===== config.mk =====
export PLATFORM = sky130hd
export DESIGN_NAME = bo_bing_scoring_flat
export DESIGN_NICKNAME = d
export VERILOG_FILES = /design/src/rtl/bo_bing_scoring_if.sv /design/src/rtl/bo_bing_scoring.sv /design/src/flat_wrapper.sv
export SDC_FILE = /design/constraint.sdc
export NUM_CORES = 1
export LEC_CHECK = 0
export ABC_AREA = 1
export ABC_CLOCK_PERIOD_IN_PS = 6200
export CORE_MARGIN = 3
export CORE_UTILIZATION = 52
export CTS_CLUSTER_DIAMETER = 150
export DETAILED_ROUTE_END_ITERATION = 8
export PLACE_DENSITY = 0.76
export SLEW_MARGIN = 15
export SYNTH_ARGS = -nofsm -noshare
export SYNTH_HDL_FRONTEND = slang
export SYNTH_SLANG_ARGS = --single-unit

===== constraint.sdc =====
create_clock -name clk -period 6.2 [get_ports clk]
set_clock_uncertainty 0.05 [all_clocks]
set_input_delay 1.55 -clock clk [delete_from_list [all_inputs] [get_ports clk]]
set_output_delay 1.55 -clock clk [all_outputs]
set_load 0.01 [all_outputs]

===== src/rtl/bo_bing_scoring_if.sv =====
// Bo Bing scoring bus: six die faces in, one-hot prize vector out.
//   D1..D6  : 3-bit die faces, valid codes 1..6 (driven by the dice source)
//   P1..P6  : registered prize flags, P1 = highest prize (driven by the scorer)
//   invalid : registered invalid-roll flag, present only with BOBING_INVALID_OUT_EN
// Modports:
//   master : dice source side (drives D, observes P)
//   slave  : scorer side (observes D, drives P)
interface bo_bing_scoring_if;
  logic [2:0] D1;
  logic [2:0] D2;
  logic [2:0] D3;
  logic [2:0] D4;
  logic [2:0] D5;
  logic [2:0] D6;
  logic       P1;
  logic       P2;
  logic       P3;
  logic       P4;
  logic       P5;
  logic       P6;
`ifdef BOBING_INVALID_OUT_EN
  logic       invalid;
`endif

  modport master (
    output D1, D2, D3, D4, D5, D6,
`ifdef BOBING_INVALID_OUT_EN
    input  invalid,
`endif
    input  P1, P2, P3, P4, P5, P6
  );

  modport slave (
    input  D1, D2, D3, D4, D5, D6,
`ifdef BOBING_INVALID_OUT_EN
    output invalid,
`endif
    output P1, P2, P3, P4, P5, P6
  );
endinterface


===== src/rtl/bo_bing_scoring.sv =====
// Bo Bing six-dice scoring block.
// Classifies six die faces combinationally and registers a one-hot (or all-zero)
// prize vector {P1..P6}, P1 = Zhuangyuan (highest) down to P6 = Yi Xiu.
// Latency is one clock: dice sampled at edge N appear on P after edge N.
// Ports:
//   clk : system clock, rising edge
//   rst : synchronous active-high reset, clears the prize register
//   bus : bo_bing_scoring_if.slave (D1..D6 in, P1..P6 out, optional invalid out)
// Optional feature macro: BOBING_INVALID_OUT_EN adds the registered 'invalid'
// output that flags rolls containing a face code of 0 or 7.
module bo_bing_scoring (
  input  logic                clk,
  input  logic                rst,
  bo_bing_scoring_if.slave    bus
);

  // Prize vector bit positions, P1 is the MSB.
  localparam int unsigned PrizeW = 6;
  localparam logic [PrizeW-1:0] PrizeP1   = 6'b100000;
  localparam logic [PrizeW-1:0] PrizeP2   = 6'b010000;
  localparam logic [PrizeW-1:0] PrizeP3   = 6'b001000;
  localparam logic [PrizeW-1:0] PrizeP4   = 6'b000100;
  localparam logic [PrizeW-1:0] PrizeP5   = 6'b000010;
  localparam logic [PrizeW-1:0] PrizeP6   = 6'b000001;
  localparam logic [PrizeW-1:0] PrizeNone = 6'b000000;

  // ---------------------------------------------------------------------------
  // Input gathering
  // ---------------------------------------------------------------------------
  logic [2:0] w_die [6];

  assign w_die[0] = bus.D1;
  assign w_die[1] = bus.D2;
  assign w_die[2] = bus.D3;
  assign w_die[3] = bus.D4;
  assign w_die[4] = bus.D5;
  assign w_die[5] = bus.D6;

  // ---------------------------------------------------------------------------
  // Face histogram: w_cnt[f] = number of dice showing face f (0..6)
  // ---------------------------------------------------------------------------
  logic [2:0] w_cnt [1:6];

  always_comb begin
    for (int f = 1; f <= 6; f++) begin
      w_cnt[f] = 3'd0;
      for (int i = 0; i < 6; i++) begin
        if (w_die[i] == 3'(f)) begin
          w_cnt[f] = w_cnt[f] + 3'd1;
        end
      end
    end
  end

  // Codes 0 and 7 are not die faces; such a roll never scores.
  logic w_invalid;

  always_comb begin
    w_invalid = 1'b0;
    for (int i = 0; i < 6; i++) begin
      if ((w_die[i] == 3'd0) || (w_die[i] == 3'd7)) begin
        w_invalid = 1'b1;
      end
    end
  end

  // ---------------------------------------------------------------------------
  // Pattern features derived from the histogram
  // ---------------------------------------------------------------------------
  logic [2:0] w_c4;          // count of fours
  logic       w_any_ge5;     // some face appears five or six times
  logic       w_straight;    // every face exactly once
  logic [2:0] w_num_triples; // faces with exactly three dice
  logic       w_quad_other;  // a non-four face appears exactly four times

  assign w_c4 = w_cnt[4];

  always_comb begin
    w_any_ge5     = 1'b0;
    w_straight    = 1'b1;
    w_num_triples = 3'd0;
    w_quad_other  = 1'b0;
    for (int f = 1; f <= 6; f++) begin
      if (w_cnt[f] >= 3'd5) begin
        w_any_ge5 = 1'b1;
      end
      if (w_cnt[f] != 3'd1) begin
        w_straight = 1'b0;
      end
      if (w_cnt[f] == 3'd3) begin
        w_num_triples = w_num_triples + 3'd1;
      end
      if ((f != 4) && (w_cnt[f] == 3'd4)) begin
        w_quad_other = 1'b1;
      end
    end
  end

  // ---------------------------------------------------------------------------
  // Priority classification, highest prize wins
  // ---------------------------------------------------------------------------
  logic [PrizeW-1:0] w_prize;

  always_comb begin
    w_prize = PrizeNone;
    if (!w_invalid) begin
      if ((w_c4 == 3'd4) || w_any_ge5) begin
        w_prize = PrizeP1;
      end else if (w_straight || (w_num_triples == 3'd2)) begin
        // Two triples covers the "three fours plus three of a kind" case,
        // so it must be checked before the plain three-fours rule.
        w_prize = PrizeP2;
      end else if (w_c4 == 3'd3) begin
        w_prize = PrizeP3;
      end else if (w_quad_other) begin
        // Four of a non-four face outranks any pair of fours alongside it.
        w_prize = PrizeP4;
      end else if (w_c4 == 3'd2) begin
        w_prize = PrizeP5;
      end else if (w_c4 == 3'd1) begin
        w_prize = PrizeP6;
      end else begin
        w_prize = PrizeNone;
      end
    end
  end

  // ---------------------------------------------------------------------------
  // Output register stage
  // ---------------------------------------------------------------------------
  logic [PrizeW-1:0] r_prize;

  always_ff @(posedge clk) begin
    if (rst) begin
      r_prize <= PrizeNone;
    end else begin
      r_prize <= w_prize;
    end
  end

  assign bus.P1 = r_prize[5];
  assign bus.P2 = r_prize[4];
  assign bus.P3 = r_prize[3];
  assign bus.P4 = r_prize[2];
  assign bus.P5 = r_prize[1];
  assign bus.P6 = r_prize[0];

`ifdef BOBING_INVALID_OUT_EN
  logic r_invalid;

  always_ff @(posedge clk) begin
    if (rst) begin
      r_invalid <= 1'b0;
    end else begin
      r_invalid <= w_invalid;
    end
  end

  assign bus.invalid = r_invalid;
`endif

endmodule


===== src/flat_wrapper.sv =====
// flat-port wrapper written by rule: the top's interface ports become plain ports
module bo_bing_scoring_flat 
  (clk, rst, bus_D1, bus_D2, bus_D3, bus_D4, bus_D5, bus_D6, bus_P1, bus_P2, bus_P3, bus_P4, bus_P5, bus_P6);
  bo_bing_scoring_if bus_i ();
  input  logic clk;
  input  logic rst;
  input wire logic [$bits(bus_i.D1)-1:0] bus_D1;
  input wire logic [$bits(bus_i.D2)-1:0] bus_D2;
  input wire logic [$bits(bus_i.D3)-1:0] bus_D3;
  input wire logic [$bits(bus_i.D4)-1:0] bus_D4;
  input wire logic [$bits(bus_i.D5)-1:0] bus_D5;
  input wire logic [$bits(bus_i.D6)-1:0] bus_D6;
  output wire logic [$bits(bus_i.P1)-1:0] bus_P1;
  output wire logic [$bits(bus_i.P2)-1:0] bus_P2;
  output wire logic [$bits(bus_i.P3)-1:0] bus_P3;
  output wire logic [$bits(bus_i.P4)-1:0] bus_P4;
  output wire logic [$bits(bus_i.P5)-1:0] bus_P5;
  output wire logic [$bits(bus_i.P6)-1:0] bus_P6;
  assign bus_i.D1 = bus_D1;
  assign bus_i.D2 = bus_D2;
  assign bus_i.D3 = bus_D3;
  assign bus_i.D4 = bus_D4;
  assign bus_i.D5 = bus_D5;
  assign bus_i.D6 = bus_D6;
  assign bus_P1 = bus_i.P1;
  assign bus_P2 = bus_i.P2;
  assign bus_P3 = bus_i.P3;
  assign bus_P4 = bus_i.P4;
  assign bus_P5 = bus_i.P5;
  assign bus_P6 = bus_i.P6;
  bo_bing_scoring u_core (.clk(clk), .rst(rst), .bus(bus_i));
endmodule

Yosys cells after proc, flatten, opt, wreduce, memory -nomap -nowiden
Index checks and enable logic that the tools add are counted.
- output and inout port bits: 6
- input bits: 20
- register bits: 6
- add/subtract/negate cells: 35
- $lt $le $gt $ge: 6
- reduce and logical (&&, ||, !) cells: 20
- equality and inequality tests: 63
- multiplexer cells: 71
- operators with widths (cell ; number):
    two-way mux 3 bit ; 35
    equality test 3 bit, second input constant ; 30
    adder 3 x 1 -> 3 bit, second input constant ; 28
    equality test 3 x 2 -> 1 bit, second input constant ; 20
    two-way mux 1 bit ; 31
    two-way mux 6 bit ; 5
    equality test 3 x 1 -> 1 bit, second input constant ; 7
    greater-or-equal comparator 3 bit, second input constant ; 6
    zero test 3 bit ; 6
    inequality test 3 x 1 -> 1 bit, second input constant ; 6
    adder 1 x 1 -> 2 bit, second input constant ; 7
    logical OR 1 bit ; 8
    OR reduction 7 bit ; 1
    OR reduction 6 bit ; 1
    OR reduction 5 bit ; 1
    OR reduction 4 bit ; 1
    OR reduction 3 bit ; 1
    OR reduction 2 bit ; 1

Depth between registers and ports, before layout
Gate-level depths: netlist of the first run.
- depth in word-level cells: 28
- mapped depth: 39
- depth with buffers taken out: 39

Worst setup path after synthesis of the first run
OpenSTA, ideal clock, no wires.
- path type: input -> register
- from: in bus_D1[0]
- to: reg u_core.r_prize[1]
- cell stages on the path: 35
- buffers on the path: 0
- setup slack: -0.290 ns
- arrival: 6.326 ns
- required time: 6.036 ns
- cell sequence: nor3_1 ha_1 xor2_4 inv_1 ha_1 inv_1 o21ai_0 ha_1 nand2_1 nand2_1 ha_1 nand2_1 xor2_1 xor2_1 inv_1 nor3_1 ha_1 inv_1 nand4_1 nand2_1 ha_1 inv_1 nand2_1 and2_1 ha_1 nand2_1 nand2_1 ha_1 inv_1 nor2_1 nand3_1 nand2_1 nand2_2 nand4_1 nor2_1
- cells in the longest elaborated chain, start to end: 27
- ends and longest elaborated chain (item ; line ; source):
    start: declaration ; flat_wrapper.sv:7 ; input wire logic [$bits(bus_i.D1)-1:0] bus_D1;
    equality test 3 x 1 -> 1 bit ; bo_bing_scoring.sv:48 ; if (w_die[i] == 3'(f)) begin
    two-way mux 1 bit ; bo_bing_scoring.sv:48 ;
    adder 1 x 1 -> 2 bit ; bo_bing_scoring.sv:49 ; w_cnt[f] = w_cnt[f] + 3'd1;
    two-way mux 3 bit ; bo_bing_scoring.sv:48 ;
    adder 3 x 1 -> 3 bit ; bo_bing_scoring.sv:49 ;
    two-way mux 3 bit ; bo_bing_scoring.sv:48 ;
    adder 3 x 1 -> 3 bit ; bo_bing_scoring.sv:49 ;
    two-way mux 3 bit ; bo_bing_scoring.sv:48 ;
    [11 not listed] ; n/a ;
    two-way mux 3 bit ; bo_bing_scoring.sv:90 ; if (w_cnt[f] == 3'd3) begin
    adder 3 x 1 -> 3 bit ; bo_bing_scoring.sv:91 ; w_num_triples = w_num_triples + 3'd1;
    two-way mux 3 bit ; bo_bing_scoring.sv:90 ;
    adder 3 x 1 -> 3 bit ; bo_bing_scoring.sv:91 ;
    two-way mux 3 bit ; bo_bing_scoring.sv:90 ;
    equality test 3 x 2 -> 1 bit ; bo_bing_scoring.sv:109 ; end else if (w_straight || (w_num_triples == 3'd2)) begin
    logical OR 1 bit ; bo_bing_scoring.sv:109 ;
    OR reduction 6 bit (no source line) ; n/a ;
    end signal: assignment ; bo_bing_scoring.sv:135 ; r_prize <= PrizeNone;
    end signal: assignment ; bo_bing_scoring.sv:137 ; r_prize <= w_prize;
    end: declaration ; bo_bing_scoring.sv:131 ; logic [PrizeW-1:0] r_prize;
Several ways; a longest one is shown, not always the timed one.
A chain may end at the register's enable or synchronous reset.

Worst setup path after layout of the first run
- from: in bus_D3[1]
- to: reg u_core.r_prize[2]
- cells in the longest elaborated chain, start to end: 23
- ends and longest elaborated chain (item ; line ; source):
    start: declaration ; flat_wrapper.sv:9 ; input wire logic [$bits(bus_i.D3)-1:0] bus_D3;
    equality test 3 x 1 -> 1 bit ; bo_bing_scoring.sv:48 ;
    two-way mux 3 bit ; bo_bing_scoring.sv:48 ;
    adder 3 x 1 -> 3 bit ; bo_bing_scoring.sv:49 ;
    two-way mux 3 bit ; bo_bing_scoring.sv:48 ;
    adder 3 x 1 -> 3 bit ; bo_bing_scoring.sv:49 ;
    two-way mux 3 bit ; bo_bing_scoring.sv:48 ;
    adder 3 x 1 -> 3 bit ; bo_bing_scoring.sv:49 ;
    two-way mux 3 bit ; bo_bing_scoring.sv:48 ;
    [7 not listed] ; n/a ;
    two-way mux 3 bit ; bo_bing_scoring.sv:90 ;
    adder 3 x 1 -> 3 bit ; bo_bing_scoring.sv:91 ;
    two-way mux 3 bit ; bo_bing_scoring.sv:90 ;
    adder 3 x 1 -> 3 bit ; bo_bing_scoring.sv:91 ;
    two-way mux 3 bit ; bo_bing_scoring.sv:90 ;
    equality test 3 x 2 -> 1 bit ; bo_bing_scoring.sv:109 ;
    logical OR 1 bit ; bo_bing_scoring.sv:109 ;
    OR reduction 5 bit (no source line) ; n/a ;
Several ways; a longest one is shown, not always the timed one.

==> impl_metrics.yaml, run 1 <==
worst_hold_path:
  worst_hold_path_cell_count: 4
  worst_min_path_class: "in -> reg"
  hold_path_startpoint: "rst"
  hold-path-endpoint: "u_core.r_prize[0]"
worst_setup_path:
  crit_path_start: "bus_D3[1]"
  dominant_cell_type_by_count_on_the_critical_path: "nand2_2"
  crit_type: "in -> reg"
  end_kind: "register"
  path_max_fanout: 4
  worst_ep_arrival_time_ns: 6.70
  critical_path_required_ns: 6.30
  crit_path_max_incr_delay_ns: 0.29
  worstSetupStartpointType: "input port"
  worst_path_max_delay_cell: "nor3_2"
global_routing:
  gr-total-overflow: 0
  antenna_found_initial: 0
  number_of_global_route_vias_before_repair: 3676
  maximum_number_of_pins_on_one_net_before_global_route_repair: 10
  global_route.usage.total_pct: 30.0
  global_route_wire_length_before_repair_mm: 15.4
floorplan:
  placementRows: 26
  initial_core_util_pct: 54.3
  area_of_the_core_um2: 5140
  io_pins: 26
  floorplan_die_area_um2: 6280
  die_w_um: 79.3
  chip_height_um: 79.3
clock_network:
  cts.root.buffer_cell: "clkbuf_8"
  clkSinkCount: 6
  cts_buffers: 3
  number_of_buffers_on_the_longest_clock_path: 2
  cts_max_level: 1
  ctsHoldBuffers: 0
  cts.clk_slew.worst_paths_ns: 0.03
  cts_tree: "done"
final_layout:
  top_regs: "u_core.r_prize x6"
  sequential_standard_cell_area_um2: 120
  registers.top_by_ff_count: "u_core.r_prize"
  area.growth.synth_to_final_pct: 53.2
  fraction_of_final_layout_cells_with_drive_strength_greater_than_1_pct: 36.6
  largest_reg_flops: 6
  instances_no_fill: 687
  n_fill_cell: 337
  antenna_cells_inserted: 0
  nNetsFinal: 674
  multiInputGateArea_um2: 2530
sta:
  fmax_mhz: 152
  setup_viol_count_final: 5
  timing_worst_slew_pin_value_ns: 0.776
  final_period_minus_worst_setup_slack_ns: 6.60
  finalSetupTns_ns: -1.76
  final.setup.worst_slack_ns: -0.398
  final-hold-violation-count: 0
  setup_repair_after_global_routing_missed_its_margin: "true"
  timing.final.crit_share_pct: 106
  max-slew-margin-rel_pct: 47.8
  report.final.slew_viol_count: 0
status:
  status: "finished, violations left"
  failed_checks: "setup timing"
power_and_ir_drop:
  netSwitchingPower_w: 0.000207
  leakage_nw: 2.24
  pwr-share-seq_pct: 9.0
  clock_share_of_power_pct: 13.2
  sw_frac_of_total_pct: 47.1
  peakVddDrop_mv: 0.0737
  comb_power_share_pct: 77.8
  pint_w: 0.000232
  powerDensity_nw_per_um2: 103
logic_synthesis:
  synth_edf_count: 0
  postSynthCellCount: 475
  synth_seq_cells: 6
  synth_warnings: 0
  post_synth.cell_area_avg_um2: 5.87
  synth-async-reset-ratio_pct: 0
  post_synth_top_flop: "dfxtp_1"
  syn-cell-area_um2: 2790
  synth-seq-area-share_pct: 4.30
  synth_cell_type_count: 42
  synth.net_count: 530
route:
  wl_per_cell_um: 14.8
  viasPerCell: 5.57
  drt_wl_total_mm: 10.1
  drt_first_pass_iters: 5
  drc_errors: 0
  drtAntennaViolNets: 0
  routed-via-count: 3829
  starting_drt_drc_count: 336
placed_design:
  placed_cells_incl_taps: 635
  dpl.hpwl_mm: 6.27
  place.port_buffers: 25
  finalWeightedCongestion: 0.954
  dp_worst_setup_slack_ns: -1.00
run:
  timing.max_cap.violations: 0
==> power by group through the flow <==
stage	registers (W)	clock network (W)	logic [W]
after floorplan	0.0000401	0	0.000157
after global placement	0.0000399	0	0.000246
after detailed placement	0.0000399	0	0.000257
after CTS	0.0000393	0.0000595	0.000289
after global routing	0.0000394	0.0000607	0.000371
final	0.0000393	0.0000580	0.000341
==> Yosys cell counts, types with 4 or more instances <==
cell / count / area (µm²)
xnor2_1: 9 / 78.8
o21ai_1: 4 / 20.0
xor2_1: 13 / 114
nand4_1: 18 / 113
nor2_1: 28 / 105
nand3_1: 56 / 280
dfxtp_1: 6 / 120
nand3_2: 11 / 110
inv_1: 78 / 293
nor3_1: 14 / 70.1
nand2_2: 12 / 75.1
nand2_1: 130 / 488
inv_2: 11 / 41.3
nor2_2: 4 / 25.0
nand3b_1: 4 / 30.0
ha_1: 35 / 438
o21ai_0: 11 / 55.1
==> how the worst max path moves through the flow <==
| stage | end | slack (ns) | depth (start not counted) |
|---|---|---|---|
| after floorplan | u_core.r_prize[1] | 0.02 | 35 |
| after CTS | u_core.r_prize[2] | -0.18 | 38 |
| after global routing | u_core.r_prize[2] | -0.67 | 38 |
| final | u_core.r_prize[2] | -0.40 | 36 |
| after detailed placement | u_core.r_prize[2] | -1.00 | 38 |
| after global placement | u_core.r_prize[2] | -0.74 | 36 |
==> metal layers <==
metal	track usage, %	part of all wire, %	vias up
li1	-	-	1809
met2	55.5	50	219
met3	3.06	6.0	95
met4	21.1	8.5	0
met1	31.4	35	1706
met5	0	0	-
==> stage by stage <==
step	total power, W	hold slack, ns	utilization, %	cell area, µm²
after floorplan	0.000198	1.69	-	2820
after global placement	0.000286	2.19	70.8	3640
after detailed placement	0.000296	2.18	70.8	3640
after CTS	0.000388	1.95	80.0	4110
after global routing	0.000471	2.02	83.2	4270
final	0.000439	1.98	83.2	4270
==> layout make-up <==
| type | instances | area share (%) |
|---|---|---|
| Inverter | 92 | 8.26 |
| Clock buffer | 3 | 0.966 |
| Tap cell | 70 | 2.05 |
| Timing Repair Buffer | 143 | 26.7 |
| Multi-Input combinational cell | 373 | 59.3 |
| Sequential cell | 6 | 2.81 |
==> placed cells by master, fill, tap and decap left out, drive strengths merged <==
master	n
a211oi	1
a21boi	1
a21oi	1
a31oi	2
and2	2
buf	124
clkbuf	3
clkdlybuf4s50	16
clkinv	1
dfxtp	6
dlygate4sd2	3
ha	35
inv	91
nand2	142
nand2b	1
nand3	68
nand3b	4
nand4	18
nor2	34
nor3	16
nor4	1
o211a	1
o211ai	1
o21ai	15
or2	2
xnor2	10
xnor3	1
xor2	17
==> logic make-up after synthesis <==
logic type	share of synthesized area [%]
XOR/XNOR	11.4
AND/OR/NAND/NOR	50.2
buffers and inverters	13.9
adder cells (fa/ha/maj)	15.7
AO/OA/AOI/OAI	4.48
flip-flops	4.31
==> timing repair <==
item	4_1_cts	5_1_grt
pin swaps	32	36
hold endpoints to repair	0	0
resized for setup	58	32
endpoints found under the setup margin	5	6
setup buffers	46	7
==> worst max-delay path, delay by kind of cell <==
family	cells	cell delay, ns
xor+xnor	5	1.06
fa+ha+maj	5	1.08
buf+inv	9	1.14
simple gates	17	1.85
Power figures use the tool's default switching activity.
==> run 2, diff against run 1 <==
--- a/config.mk
+++ b/config.mk
@@ -8,10 +8,9 @@
 export ABC_AREA = 1
 export ABC_CLOCK_PERIOD_IN_PS = 6200
 export CORE_MARGIN = 3
-export CORE_UTILIZATION = 52
+export CORE_UTILIZATION = 35
 export CTS_CLUSTER_DIAMETER = 150
 export DETAILED_ROUTE_END_ITERATION = 8
-export PLACE_DENSITY = 0.76
 export SLEW_MARGIN = 15
 export SYNTH_ARGS = -nofsm -noshare
 export SYNTH_HDL_FRONTEND = slang
==> run 2 against run 1 <==
  * The flow still finishes with violations (setup timing)
  * Global-route usage down 11 points
  * Routed wire length decreased by 16%
  * Power down 3.8%
  * Core utilization shrank 22 points
  * Sequential power is essentially flat
  * Fmax increased by 3.9%
  * Critical path depth up 3
  * Cell count increased by 7.6%
  * Hold slack got worse by 0.016 ns
  * Critical endpoint is now u_core.r_prize[1]
==> impl_metrics.yaml, run 2 (synthesis gave the netlist of run 1 again) <==
status:
  status: "finished, violations left"
  failed_checks: "setup timing"
sta:
  timing_worst_slew_pin_value_ns: 0.764
  max-slew-margin-rel_pct: 48.6
  final.setup.worst_slack_ns: -0.148
  fmax_mhz: 158
  timing.final.crit_share_pct: 102
  finalSetupTns_ns: -0.517
  report.final.slew_viol_count: 0
  final-hold-violation-count: 0
  final_period_minus_worst_setup_slack_ns: 6.35
  fin_worst_hold_slack_ns: 1.96
  setup_repair_after_global_routing_missed_its_margin: "true"
  setup_viol_count_final: 5
worst_setup_path:
  worst_path_max_delay_cell: "xor2_1"
  path_max_fanout: 4
  dominant_cell_type_by_count_on_the_critical_path: "nand2_2"
  worst_ep_arrival_time_ns: 6.44
  crit_path_max_incr_delay_ns: 0.34
  end_kind: "register"
  crit_type: "in -> reg"
  critical_path_required_ns: 6.30
  crit_path_start: "bus_D2[1]"
  worstSetupStartpointType: "input port"
final_layout:
  layout.cells.most_common: "buf_4"
  fraction_of_final_layout_cells_with_drive_strength_greater_than_1_pct: 40.8
  antenna_cells_inserted: 0
  area.growth.synth_to_final_pct: 63.7
  top_regs: "u_core.r_prize x6"
  registers.top_by_ff_count: "u_core.r_prize"
  largest_reg_flops: 6
  most-common-layout-cells: "buf_4, nand2_1, inv_1"
  nNetsFinal: 697
clock_network:
  cts_tree: "done"
  cts.clk_slew.worst_paths_ns: 0.03
  clkSinkCount: 6
  cts_buffers: 3
  cts_max_level: 1
  number_of_buffers_on_the_longest_clock_path: 2
  cts.root.buffer_cell: "clkbuf_8"
global_routing:
  number_of_global_route_vias_before_repair: 3343
  global_route.usage.total_pct: 18.7
  gr-total-overflow: 0
  global_route_wire_length_before_repair_mm: 14.1
  maximum_number_of_pins_on_one_net_before_global_route_repair: 10
  antenna_found_initial: 0
placed_design:
  place.port_buffers: 25
  dpl.hpwl_mm: 6.28
  dp_worst_setup_slack_ns: -0.906
  finalWeightedCongestion: 0.861
floorplan:
  io_pins: 26
  initial_core_util_pct: 37.3
  floorplan_die_area_um2: 9080
  area_of_the_core_um2: 7490
  placementRows: 31
  chip_height_um: 95.3
  die_w_um: 95.3
power_and_ir_drop:
  peakVddDrop_mv: 0.0435
  leakage_nw: 2.37
  powerDensity_nw_per_um2: 92.4
route:
  wl_per_cell_um: 11.6
  drtAntennaViolNets: 0
  drt_first_pass_iters: 4
  routed-via-count: 3508
  starting_drt_drc_count: 135
  drt_wl_total_mm: 8.56
  viasPerCell: 4.75
  drc_errors: 0
run:
  timing.max_cap.violations: 0
worst_hold_path:
  worst_min_path_class: "in -> reg"
  hold-path-endpoint: "u_core.r_prize[0]"
  hold_path_startpoint: "rst"
  worst_hold_path_cell_count: 4
==> run 2: cell types whose count changed in the layout (fill, tap and decap cells not counted), moves of 2 or more <==
| cell | delta |
|---|---|
| nand2_1 | -9 |
| buf_8 | +3 |
| nor2_4 | +3 |
| inv_2 | -4 |
| nor2_2 | -4 |
| buf_6 | -2 |
| buf_2 | -2 |
| nand2_4 | +2 |
| buf_4 | +23 |
| inv_1 | +2 |
| nand3_2 | +6 |
| nand2_2 | +7 |
| nand3_1 | -6 |
==> run 2: cell type report <==
type / instances / area [µm²]
Clock buffer: 3 / 41.3
Fill cell: 678 / 2920
Inverter: 92 / 360
Multi-Input combinational cell: 373 / 2590
Sequential cell: 6 / 120
Tap cell: 99 / 124
Timing Repair Buffer: 166 / 1330
==> run 2: worst max path at each step <==
stage / endpoint / cells after the start
CTS: u_core.r_prize[1] / 37
global placement: u_core.r_prize[1] / 36
finish: u_core.r_prize[1] / 39
floorplan: u_core.r_prize[1] / 35
detailed placement: u_core.r_prize[1] / 37
global route: u_core.r_prize[1] / 39
==> run 2: what timing repair did <==
item / 4_1_cts / 5_1_grt
resized for setup: 59 / 58
hold buffers: 0 / 0
cloned: 0 / 0
setup buffers: 53 / 14
endpoints found under the setup margin: 5 / 6
pin swaps: 36 / 51
==> run 2: layer usage <==
layer	wire length (µm)	track usage [%]	up-vias
li1	-	-	1855
met1	3540	22.2	1571
met2	4580	37.0	66
met3	242	0.552	16
met4	197	3.49	0
met5	0	0	-
==> run 2: per-stage QoR <==
| stage | instances | area (µm²) | total power [W] | util [%] |
|---|---|---|---|---|
| floorplan | 475 | 2820 | 0.000198 | - |
| global placement | 673 | 3740 | 0.000293 | 50.0 |
| detailed placement | 673 | 3740 | 0.000300 | 50.0 |
| CTS | 729 | 4270 | 0.000381 | 57.0 |
| global route | 739 | 4570 | 0.000464 | 61.0 |
| finish | 739 | 4570 | 0.000422 | 61.0 |
==> run 2: worst max-delay path, delay by kind of cell <==
kind	cells	cell delay [ns]
compound gates	1	0.06
xor+xnor	3	0.67
fa+ha+maj	7	1.66
buf+inv	11	1.04
simple gates	17	1.48
==> run 2: power by group <==
part / internal, W / total, W / switching (W)
Combinational: 0.000153 / 0.000327 / 0.000174
Clock: 0.0000414 / 0.0000553 / 0.0000139
Sequential: 0.0000393 / 0.0000394 / 0.0000000955
